### src/rtl/fm_fft_pkg.sv
// Shared types and helpers for the FM FFT frame feeder: sample layout,
// feeder FSM states and the point-counter sizing rule.
package fm_fft_pkg;

    localparam int DEFAULT_DATA_W = 22;

    typedef struct packed {
        logic signed [DEFAULT_DATA_W-1:0] re;
        logic signed [DEFAULT_DATA_W-1:0] im;
    } sample_t;

    typedef enum logic [0:0] {
        IDLE   = 1'b0,
        STREAM = 1'b1
    } feeder_state_t;

    function automatic int pt_width(input int frame_len);
        return (frame_len > 1) ? $clog2(frame_len) : 1;
    endfunction

endpackage

### src/rtl/fm_fft_frame_feeder_if.sv
// Avalon-ST link between the frame feeder (master) and the FFT sink port (slave).
interface fm_fft_frame_feeder_if
    import fm_fft_pkg::*;
#(
    parameter int DATA_W = DEFAULT_DATA_W
);
    logic                  valid;
    logic                  ready;
    logic [1:0]            error;
    logic                  startofpacket;
    logic                  endofpacket;
    logic [2*DATA_W-1:0]   data;

    modport master (
        output valid, error, startofpacket, endofpacket, data,
        input  ready
    );

    modport slave (
        input  valid, error, startofpacket, endofpacket, data,
        output ready
    );
endinterface

### src/rtl/fm_fft_sample_fifo.sv
// Synchronous first-word-fall-through FIFO; the head entry sits in a register
// so rd_data is valid one cycle after the write that made the FIFO non-empty.
module fm_fft_sample_fifo #(
    parameter int WIDTH = 44,
    parameter int DEPTH = 16
) (
    input  logic             clk,
    input  logic             rst,
    input  logic             flush,
    input  logic             wr_req,
    input  logic [WIDTH-1:0] wr_data,
    input  logic             rd_en,
    output logic [WIDTH-1:0] rd_data,
    output logic             full,
    output logic             empty
);
    localparam int AW = $clog2(DEPTH);

    logic [WIDTH-1:0] mem [DEPTH];
    logic [AW-1:0]    wr_ptr;
    logic [AW-1:0]    rd_ptr;
    logic [AW-1:0]    rd_ptr_nxt;
    logic [AW:0]      count;
    logic [AW:0]      count_after_rd;
    logic             push;
    logic             pop;

    // Full is judged on the pre-read count, so a same-cycle pop never makes room.
    assign full           = (count == (AW+1)'(DEPTH));
    assign empty          = (count == '0);
    assign push           = wr_req && !full;
    assign pop            = rd_en && !empty;
    assign rd_ptr_nxt     = pop ? rd_ptr + 1'b1 : rd_ptr;
    assign count_after_rd = pop ? count - 1'b1 : count;

    always_ff @(posedge clk) begin
        if (rst || flush) begin
            wr_ptr <= '0;
            rd_ptr <= '0;
            count  <= '0;
        end else begin
            if (push) begin
                wr_ptr <= wr_ptr + 1'b1;
            end
            rd_ptr <= rd_ptr_nxt;
            count  <= count_after_rd + (AW+1)'(push);
        end
    end

    always_ff @(posedge clk) begin
        if (push) begin
            mem[wr_ptr] <= wr_data;
        end
    end

    // The head register only moves when a new entry becomes the head.
    always_ff @(posedge clk) begin
        if (rst) begin
            rd_data <= '0;
        end else if (!flush) begin
            if (push && count_after_rd == '0) begin
                rd_data <= wr_data;
            end else if (pop && count_after_rd != '0) begin
                rd_data <= mem[rd_ptr_nxt];
            end
        end
    end

endmodule

### src/rtl/fm_fft_frame_feeder.sv
// Buffers the continuous FM sample stream and delivers fixed-length
// SOP/EOP-framed bursts to the FFT sink under its ready handshake.
module fm_fft_frame_feeder
    import fm_fft_pkg::*;
#(
    parameter int DATA_W     = DEFAULT_DATA_W,
    parameter int FRAME_LEN  = 1024,
    parameter int FIFO_DEPTH = 16
) (
    input  logic                     clk_clk,
    input  logic                     reset_reset,
    input  logic                     enable,
    input  logic                     in_valid,
    input  logic signed [DATA_W-1:0] in_real,
    input  logic signed [DATA_W-1:0] in_imag,
    input  logic                     stat_clr,
    fm_fft_frame_feeder_if.master    fft_ii_0_sink,
    output logic                     overflow,
    output logic [15:0]              frame_count,
    output logic                     busy
);
    localparam int PT_W = pt_width(FRAME_LEN);

    feeder_state_t       state;
    logic [PT_W-1:0]     pt;
    logic                flush;
    logic                wr_req;
    logic                full;
    logic                empty;
    logic                xfer;
    logic                last_point;
    logic [2*DATA_W-1:0] head;

    // Idle with enable low discards everything so each frame starts fresh.
    assign flush      = (state == IDLE) && !enable;
    assign wr_req     = in_valid && !flush;
    assign last_point = (pt == PT_W'(FRAME_LEN-1));
    assign xfer       = fft_ii_0_sink.valid && fft_ii_0_sink.ready;

    fm_fft_sample_fifo #(
        .WIDTH (2*DATA_W),
        .DEPTH (FIFO_DEPTH)
    ) u_fifo (
        .clk     (clk_clk),
        .rst     (reset_reset),
        .flush   (flush),
        .wr_req  (wr_req),
        .wr_data ({in_real, in_imag}),
        .rd_en   (xfer),
        .rd_data (head),
        .full    (full),
        .empty   (empty)
    );

    assign fft_ii_0_sink.valid         = (state == STREAM) && !empty;
    assign fft_ii_0_sink.startofpacket = (state == STREAM) && (pt == '0);
    assign fft_ii_0_sink.endofpacket   = (state == STREAM) && last_point;
    assign fft_ii_0_sink.data          = head;
    assign fft_ii_0_sink.error         = 2'b00;
    assign busy                        = (state == STREAM);

    always_ff @(posedge clk_clk) begin
        if (reset_reset) begin
            state <= IDLE;
            pt    <= '0;
        end else begin
            case (state)
                IDLE: begin
                    if (enable) begin
                        state <= STREAM;
                        pt    <= '0;
                    end
                end
                STREAM: begin
                    if (xfer) begin
                        if (last_point) begin
                            pt <= '0;
                            if (!enable) begin
                                state <= IDLE;
                            end
                        end else begin
                            pt <= pt + 1'b1;
                        end
                    end
                end
                default: begin
                    state <= IDLE;
                    pt    <= '0;
                end
            endcase
        end
    end

    // A clear in the same cycle as an overflow or frame completion wins.
    always_ff @(posedge clk_clk) begin
        if (reset_reset || stat_clr) begin
            overflow    <= 1'b0;
            frame_count <= '0;
        end else begin
            if (wr_req && full) begin
                overflow <= 1'b1;
            end
            if (xfer && last_point) begin
                frame_count <= frame_count + 16'd1;
            end
        end
    end

endmodule

### src/flat_wrapper.sv
// flat-port wrapper written by rule: the top's interface ports become plain ports
module fm_fft_frame_feeder_flat import fm_fft_pkg::*;
#(
    parameter int DATA_W     = DEFAULT_DATA_W,
    parameter int FRAME_LEN  = 1024,
    parameter int FIFO_DEPTH = 16
)
  (clk_clk, reset_reset, enable, in_valid, in_real, in_imag, stat_clr, overflow, frame_count, busy, fft_ii_0_sink_valid, fft_ii_0_sink_error, fft_ii_0_sink_startofpacket, fft_ii_0_sink_endofpacket, fft_ii_0_sink_data, fft_ii_0_sink_ready);
  fm_fft_frame_feeder_if #(.DATA_W(DATA_W)) fft_ii_0_sink_i ();
  input  logic clk_clk;
  input  logic reset_reset;
  input  logic enable;
  input  logic in_valid;
  input  logic signed [DATA_W-1:0] in_real;
  input  logic signed [DATA_W-1:0] in_imag;
  input  logic stat_clr;
  output logic overflow;
  output logic [15:0] frame_count;
  output logic busy;
  output wire logic [$bits(fft_ii_0_sink_i.valid)-1:0] fft_ii_0_sink_valid;
  output wire logic [$bits(fft_ii_0_sink_i.error)-1:0] fft_ii_0_sink_error;
  output wire logic [$bits(fft_ii_0_sink_i.startofpacket)-1:0] fft_ii_0_sink_startofpacket;
  output wire logic [$bits(fft_ii_0_sink_i.endofpacket)-1:0] fft_ii_0_sink_endofpacket;
  output wire logic [$bits(fft_ii_0_sink_i.data)-1:0] fft_ii_0_sink_data;
  input wire logic [$bits(fft_ii_0_sink_i.ready)-1:0] fft_ii_0_sink_ready;
  assign fft_ii_0_sink_valid = fft_ii_0_sink_i.valid;
  assign fft_ii_0_sink_error = fft_ii_0_sink_i.error;
  assign fft_ii_0_sink_startofpacket = fft_ii_0_sink_i.startofpacket;
  assign fft_ii_0_sink_endofpacket = fft_ii_0_sink_i.endofpacket;
  assign fft_ii_0_sink_data = fft_ii_0_sink_i.data;
  assign fft_ii_0_sink_i.ready = fft_ii_0_sink_ready;
  fm_fft_frame_feeder #(.DATA_W(DATA_W), .FRAME_LEN(FRAME_LEN), .FIFO_DEPTH(FIFO_DEPTH)) u_core (.clk_clk(clk_clk), .reset_reset(reset_reset), .enable(enable), .in_valid(in_valid), .in_real(in_real), .in_imag(in_imag), .stat_clr(stat_clr), .fft_ii_0_sink(fft_ii_0_sink_i), .overflow(overflow), .frame_count(frame_count), .busy(busy));
endmodule
### config.mk
export PLATFORM = sky130hd
export DESIGN_NAME = fm_fft_frame_feeder_flat
export DESIGN_NICKNAME = d
export VERILOG_FILES = /design/src/rtl/fm_fft_pkg.sv /design/src/rtl/fm_fft_frame_feeder_if.sv /design/src/rtl/fm_fft_sample_fifo.sv /design/src/rtl/fm_fft_frame_feeder.sv /design/src/flat_wrapper.sv
export SDC_FILE = /design/constraint.sdc
export NUM_CORES = 1
export LEC_CHECK = 0
export BUFFER_PORTS_ARGS = -buffer_cell sky130_fd_sc_hd__clkbuf_2
export CORE_MARGIN = 4
export CORE_UTILIZATION = 40
export DETAILED_ROUTE_END_ITERATION = 16
export GPL_TIMING_DRIVEN = 0
export PLACE_DENSITY = 0.54
export SLEW_MARGIN = 20
export SYNTH_ARGS = -nofsm -noshare
export SYNTH_HDL_FRONTEND = slang
export SYNTH_SLANG_ARGS = --single-unit
### constraint.sdc
create_clock -name clk_clk -period 6.9 [get_ports clk_clk]
set_clock_uncertainty 0.05 [all_clocks]
set_input_delay 1.38 -clock clk_clk [delete_from_list [all_inputs] [get_ports clk_clk]]
set_output_delay 1.38 -clock clk_clk [all_outputs]
set_load 0.01 [all_outputs]
==> impl_metrics.yaml, run 1 <==
clock_network:
  clk_pin_slew_worst_paths_ns: 0.06
  ctsHoldBuffers: 0
  cts_max_path_buffers: 3
  h-tree-depth: 3
  cts_made_buffers: 87
  clock_latency_ns: 0.65
  clock-sinks: 789
  cts_tree: "yes"
  post-cts-setup-buffers: 0
  root_buffer: "clkbuf_16"
  cts_resized: 0
routing:
  viasPerCell: 6.28
  wl_mm: 117
  wl_per_cell_um: 31.2
  ant_nets: 0
  drtPass1Iterations: 8
  num_vias: 23600
  drt-initial-drc-count: 2783
  drc: 0
placed_design:
  place_ws_ns: 1.97
  io_buffers: 114
  detailed_place_hpwl_mm: 80.5
  place_congestion: 0.803
sta:
  period_share_pct: 64.4
  setup_viol: 0
  fmaxAchievable_mhz: 225
  rsz0062_at_grt: "no"
  hold_viol_final: 0
  maxSlewViolCount: 0
  period_minus_slack_ns: 4.44
  slew_headroom_pct: 25.0
  worst_slew_pin_slew_ns: 1.13
  fin_ws_ns: 2.46
power:
  ir_drop_uv: 176
  p_leak_nw: 13.7
  p_per_area_nw_per_um2: 241
synthesis:
  syn_inst: 2221
  synth_edf_count: 704
  ys_seq_area_share_pct: 61.9
  synth_area_um2: 36900
  yosys_warnings: 0
  synthArstFlopShare_pct: 0
  synth_ff_type: "edfxtp_1"
  syn_avg_cell_area_um2: 16.6
  ys_ff_latch: 789
  yosysUniqueCellTypes: 52
worst_setup_path:
  critPathRequiredTime_ns: 7.35
  reg2reg_depth: 10
  worst-setup-path-type: "in -> reg"
  cp_max_fo: 10
  crit_path_start_kind: "primary input"
  r2r-end: "u_core.u_fifo.rd_data[40]"
  rrSetupSlack_ns: 2.64
  rr_startpoint: "u_core.u_fifo.count[0]"
  cp-end-kind: "register"
  cp.arrival_ns: 4.90
grt:
  antenna_found_initial: 4
  overflow: 0
  grt_pass1_wl_mm: 169
  grt_max_degree: 18
  grt_pass1_vias: 24100
  grt_util_all_layers_pct: 23.9
floorplan:
  start_util_pct: 40.3
  die-area_um2: 97200
  die_w_um: 312
  die_height_um: 312
  placementRows: 111
  core_area_um2: 91700
  top_level_ports: 117
hold_path:
  min_path_cells: 2
  min-delay-start: "u_core.u_fifo.rd_data[0]"
  min_to: "u_core.u_fifo.rd_data[0]"
  hold_path_class: "reg -> reg"
cells_and_area:
  fin_nets: 2562
  drive_gt1_share_pct: 30.8
  layout_commonest_cell: "edfxtp_1"
  multi_input_area_um2: 13200
  final_cell_mix: "edfxtp_1, mux4_2, nand2_1"
  final_core_util_pct: 47.0
  register_area_um2: 22800
  area_delta_synth_final_pct: 16.7
  fill_cells: 7776
run:
  maxCapViolCount: 0
run_status:
  outcome: "finished clean"
[worst max path at each step]
| stage | cells past startpoint | from | endpoint |
|---|---|---|---|
| 3_5_place_dp | 10 | fft_ii_0_sink_ready | u_core.u_fifo.rd_data[40] |
| 4_1_cts | 10 | fft_ii_0_sink_ready | u_core.u_fifo.rd_data[40] |
| 5_1_grt | 10 | fft_ii_0_sink_ready | u_core.u_fifo.rd_data[40] |
| 2_1_floorplan | 4 | in_valid | u_core.u_fifo.mem[3][0] |
| 3_3_place_gp | 5 | enable | u_core.u_fifo.mem[3][32] |
| 6_report | 10 | fft_ii_0_sink_ready | u_core.u_fifo.rd_data[40] |
[per-layer routing]
layer  vias up  global-route usage (%)  share of wire (%)  routed length (um)
met2      1294                    39.1                 48               56200
met5         -                       0              0.022                  26
met4         4                    8.52                3.6                4240
li1       9694                       -                  -                   -
met3       249                    4.95                9.0               10600
met1     12400                    31.8                 39               46300
[worst max-delay path, cell delays in order]
cell      delay (ns)
clkbuf_2        0.10
nand2_1         0.06
buf_2           0.21
nor2_1          0.17
clkbuf_1        0.67
clkbuf_1        0.71
buf_1           0.63
a31oi_1         0.31
o21ai_0         0.51
o32ai_2         0.12
[area by class of cell]
type | count | area share, %
antenna | 3 | 0.0174
clock inverter | 41 | 0.581
sequential | 789 | 53.0
timing repair buffer | 190 | 4.15
multi-input combinational | 1195 | 30.7
tap | 1186 | 3.44
buffer | 181 | 1.87
inverter | 57 | 0.496
clock buffer | 119 | 5.78
[through the flow]
step           power (mW)  instance area (um2)  std cells  TNS (ns)  hold WS [ns]
2_1_floorplan        5.71                36900       2222         0         0.426
3_3_place_gp         5.97                39000       3522  -1235.31         0.404
3_5_place_dp         5.99                40300       3596         0         0.415
4_1_cts              10.5                43100       3756         0         0.426
5_1_grt              10.7                43100       3759         0         0.431
6_report             10.4                43100       3761         0         0.418
[flip-flops by register name, summed over array words and instances (netlist names)]
signal and flops:
u_core.busy 1, u_core.frame_count 16, u_core.u_fifo.count 5, u_core.pt 10, u_core.u_fifo.rd_ptr 4, u_core.u_fifo.mem 704, u_core.overflow 1, u_core.u_fifo.rd_data 44
u_core.u_fifo.wr_ptr 4
[synth_stat cells, drive strengths merged (4+ instances only)]
library cell	n	area share [%]
edfxtp	704	57
mux4	352	21
nand2	198	2.0
clkbuf	102	1.0
o21ai	100	1.4
a22o	87	2.1
dfxtp	85	4.6
buf	79	1.1
nor2	59	0.61
inv	57	0.58
nor3	53	0.72
a21oi	51	0.69
a31oi	46	0.78
nor2b	45	0.76
a211oi	44	0.89
o32ai	44	1.5
xor2	19	0.47
xnor2	17	0.40
nand3	16	0.22
ha	11	0.37
nand4	11	0.19
nor4	9	0.21
and4	6	0.14
and3	4	0.068
[kinds of logic after synthesis]
| group | count (synthesis) | share of synthesized area (%) |
|---|---|---|
| xor gates and xnor gates | 36 | 0.874 |
| DFF | 789 | 61.9 |
| other | 1 | 0.0102 |
| muxes | 353 | 21.5 |
| buffers and inverters | 238 | 2.75 |
| AOI/OAI and AO/OA | 378 | 7.38 |
| adders and majority gates | 12 | 0.400 |
| and+or+nand+nor | 414 | 5.23 |
[power by group]
group	switching [mW]	total [mW]	internal [mW]	leakage [nW]
clock network	1.91	4.47	2.56	1.35
registers	0.0367	5.29	5.25	7.04
logic	0.392	0.611	0.219	5.28
total	2.34	10.4	8.03	13.7
No activity file was read; power rests on OpenSTA's default activity.
==> run 2: changes to the inputs <==
==> constraint.sdc (replaced) <==
create_clock -name clk_clk -period 4.32 [get_ports clk_clk]
set_clock_uncertainty 0.05 [all_clocks]
set_input_delay 0.864 -clock clk_clk [delete_from_list [all_inputs] [get_ports clk_clk]]
set_output_delay 0.864 -clock clk_clk [all_outputs]
set_load 0.01 [all_outputs]
==> run 2 against run 1 <==
Power is 63% higher; hold slack better by 0.0049 ns; cell area is 0.66% higher; sequential cell count stayed put; combinational power is 62% higher; sequential power is 60% higher; clock power is 66% higher; core utilization is 0.31 points higher; routed wire length is 0.40% higher; critical path type is now reg -> reg.
==> impl_metrics.yaml, run 2 (synthesized netlist as in run 1, its figures left out) <==
run_status:
  outcome: "finished clean"
sta:
  rsz0062_at_grt: "no"
  period_share_pct: 96.6
  maxSlewViolCount: 0
  setup_viol: 0
  fin_ws_ns: 0.146
  period_minus_slack_ns: 4.17
  fmaxAchievable_mhz: 240
  worst_slew_pin_slew_ns: 1.15
  slew_headroom_pct: 23.0
  hold_viol_final: 0
cells_and_area:
  layout_commonest_cell: "edfxtp_1"
  area_delta_synth_final_pct: 17.5
  top_regs: "u_core.u_fifo.mem x704, u_core.u_fifo.rd_data x44, u_core.frame_count x16"
  final_cell_mix: "edfxtp_1, mux4_2, nand2_1"
  instances_no_fill: 3753
  top_register: "u_core.u_fifo.mem"
  drive_gt1_share_pct: 30.6
  largest_reg_flops: 704
  fin_nets: 2552
run:
  maxCapViolCount: 0
worst_setup_path:
  slowest_delay_ns: 0.95
  cpMaxStageDelayCell: "nor2_1"
  cp_common_cell: "nor2_1"
  crit_chain: "inv_1 -> ha_1 -> nor4b_4 -> nor2_1 -> clkbuf_1 -> nor2_1 -> buf_2 -> a22o_1 -> nor3_1 -> o32ai_1"
  crit_path_start_kind: "register"
  cp.arrival_ns: 4.67
  cp-end-kind: "register"
  path_delay_family: "simple AND/OR/NAND/NOR gates"
  worst-setup-path-type: "reg -> reg"
  cp_num_buf_inv: 3
  critPathRequiredTime_ns: 4.82
  cp_max_fo: 10
hold_path:
  hold_path_class: "reg -> reg"
clock_network:
  cts_made_buffers: 87
  clock_latency_ns: 0.66
  h-tree-depth: 3
  post-cts-setup-buffers: 0
  cts_tree: "yes"
  cts_resized: 0
  ctsHoldBuffers: 0
  clock-sinks: 789
  cts_max_path_buffers: 3
  root_buffer: "clkbuf_16"
  clk_pin_slew_worst_paths_ns: 0.06
placed_design:
  io_buffers: 114
  dp.cells: 3588
  detailed_place_hpwl_mm: 80.4
  place_ws_ns: 0.0137
  place_congestion: 0.788
grt:
  grt_pass1_vias: 24200
  antenna_found_initial: 3
  grt_pass1_wl_mm: 170
  grt_max_degree: 18
  overflow: 0
  grt_util_all_layers_pct: 24.0
power:
  p_per_area_nw_per_um2: 389
  internal_power_mw: 13.1
  swShare_pct: 22.5
  ir_drop_uv: 244
  seqPwrFrac_pct: 50.1
  p_leak_nw: 13.7
  p_switching_mw: 3.80
  combPwrFrac_pct: 5.9
  pwr-share-clk_pct: 44.1
floorplan:
  start_util_pct: 40.3
  placementRows: 111
  die_w_um: 312
  top_level_ports: 117
  die-area_um2: 97200
  core_area_um2: 91700
  die_height_um: 312
routing:
  drc: 0
  wl_per_cell_um: 31.4
  viasPerCell: 6.19
  wl_mm: 118
  num_vias: 23200
  ant_nets: 0
  drtPass1Iterations: 5
  drt-initial-drc-count: 2405
run 2: cell types whose count changed in the layout (fill, tap and decap cells not counted), sizes merged:
cell and delta:
inv +4, clkinvlp -5, buf -11, bufinv +5, clkbuf +1, diode -1, clkinv -1
run 2: power groups by stage:
stage                     clock network, mW  logic [mW]  registers, mW
final                                  7.44       0.990           8.44
after global routing                   7.90        1.06           8.44
after CTS                              7.57       0.986           8.44
after detailed placement                  0       0.981           8.60
after global placement                    0       0.930           8.61
after floorplan                           0       0.522           8.60
run 2: layout make-up:
| cell class | count | area [um2] |
|---|---|---|
| Fill cell | 7787 | 48300 |
| Sequential cell | 789 | 22800 |
| Multi-Input combinational cell | 1195 | 13200 |
| Clock buffer | 119 | 2440 |
| Timing Repair Buffer | 180 | 1940 |
| Tap cell | 1186 | 1480 |
| Buffer | 181 | 806 |
| Clock inverter | 44 | 417 |
| Inverter | 57 | 214 |
| Antenna cell | 2 | 5.00 |
run 2: final timing paths:
| check | from | slack (ns) | to | depth (start not counted) |
|---|---|---|---|---|
| max reg2reg | u_core.u_fifo.count[0] | 0.15 | u_core.u_fifo.rd_data[20] | 10 |
| min reg2reg | u_core.u_fifo.rd_data[19] | 0.42 | u_core.u_fifo.rd_data[19] | 2 |
| max | u_core.u_fifo.count[0] | 0.15 | u_core.u_fifo.rd_data[20] | 10 |
| min | u_core.u_fifo.rd_data[19] | 0.42 | u_core.u_fifo.rd_data[19] | 2 |
run 2: worst min-delay path, cell delays in order (launching register included):
cell,delay [ns]
dfxtp_1,0.32
inv_1,0.05
o32ai_1,0.05
run 2: stage by stage:
stage / area (um2) / utilization (%) / setup TNS, ns / hold WS, ns / power (mW)
after floorplan: 36900 / - / 0 / 0.426 / 9.12
after global placement: 39000 / 42.5 / -2075.88 / 0.408 / 9.54
after detailed placement: 40500 / 44.2 / 0 / 0.413 / 9.59
after CTS: 43400 / 47.3 / 0 / 0.384 / 17.0
after global routing: 43400 / 47.3 / 0 / 0.447 / 17.4
final: 43400 / 47.3 / 0 / 0.423 / 16.9
run 2: layer usage:
layer	up-vias	wire length [um]	global-route usage, %
li1	9682	-	-
met1	12300	45400	30.3
met2	1089	58800	40.6
met3	200	10300	6.21
met4	2	3380	7.62
met5	-	46	0.395
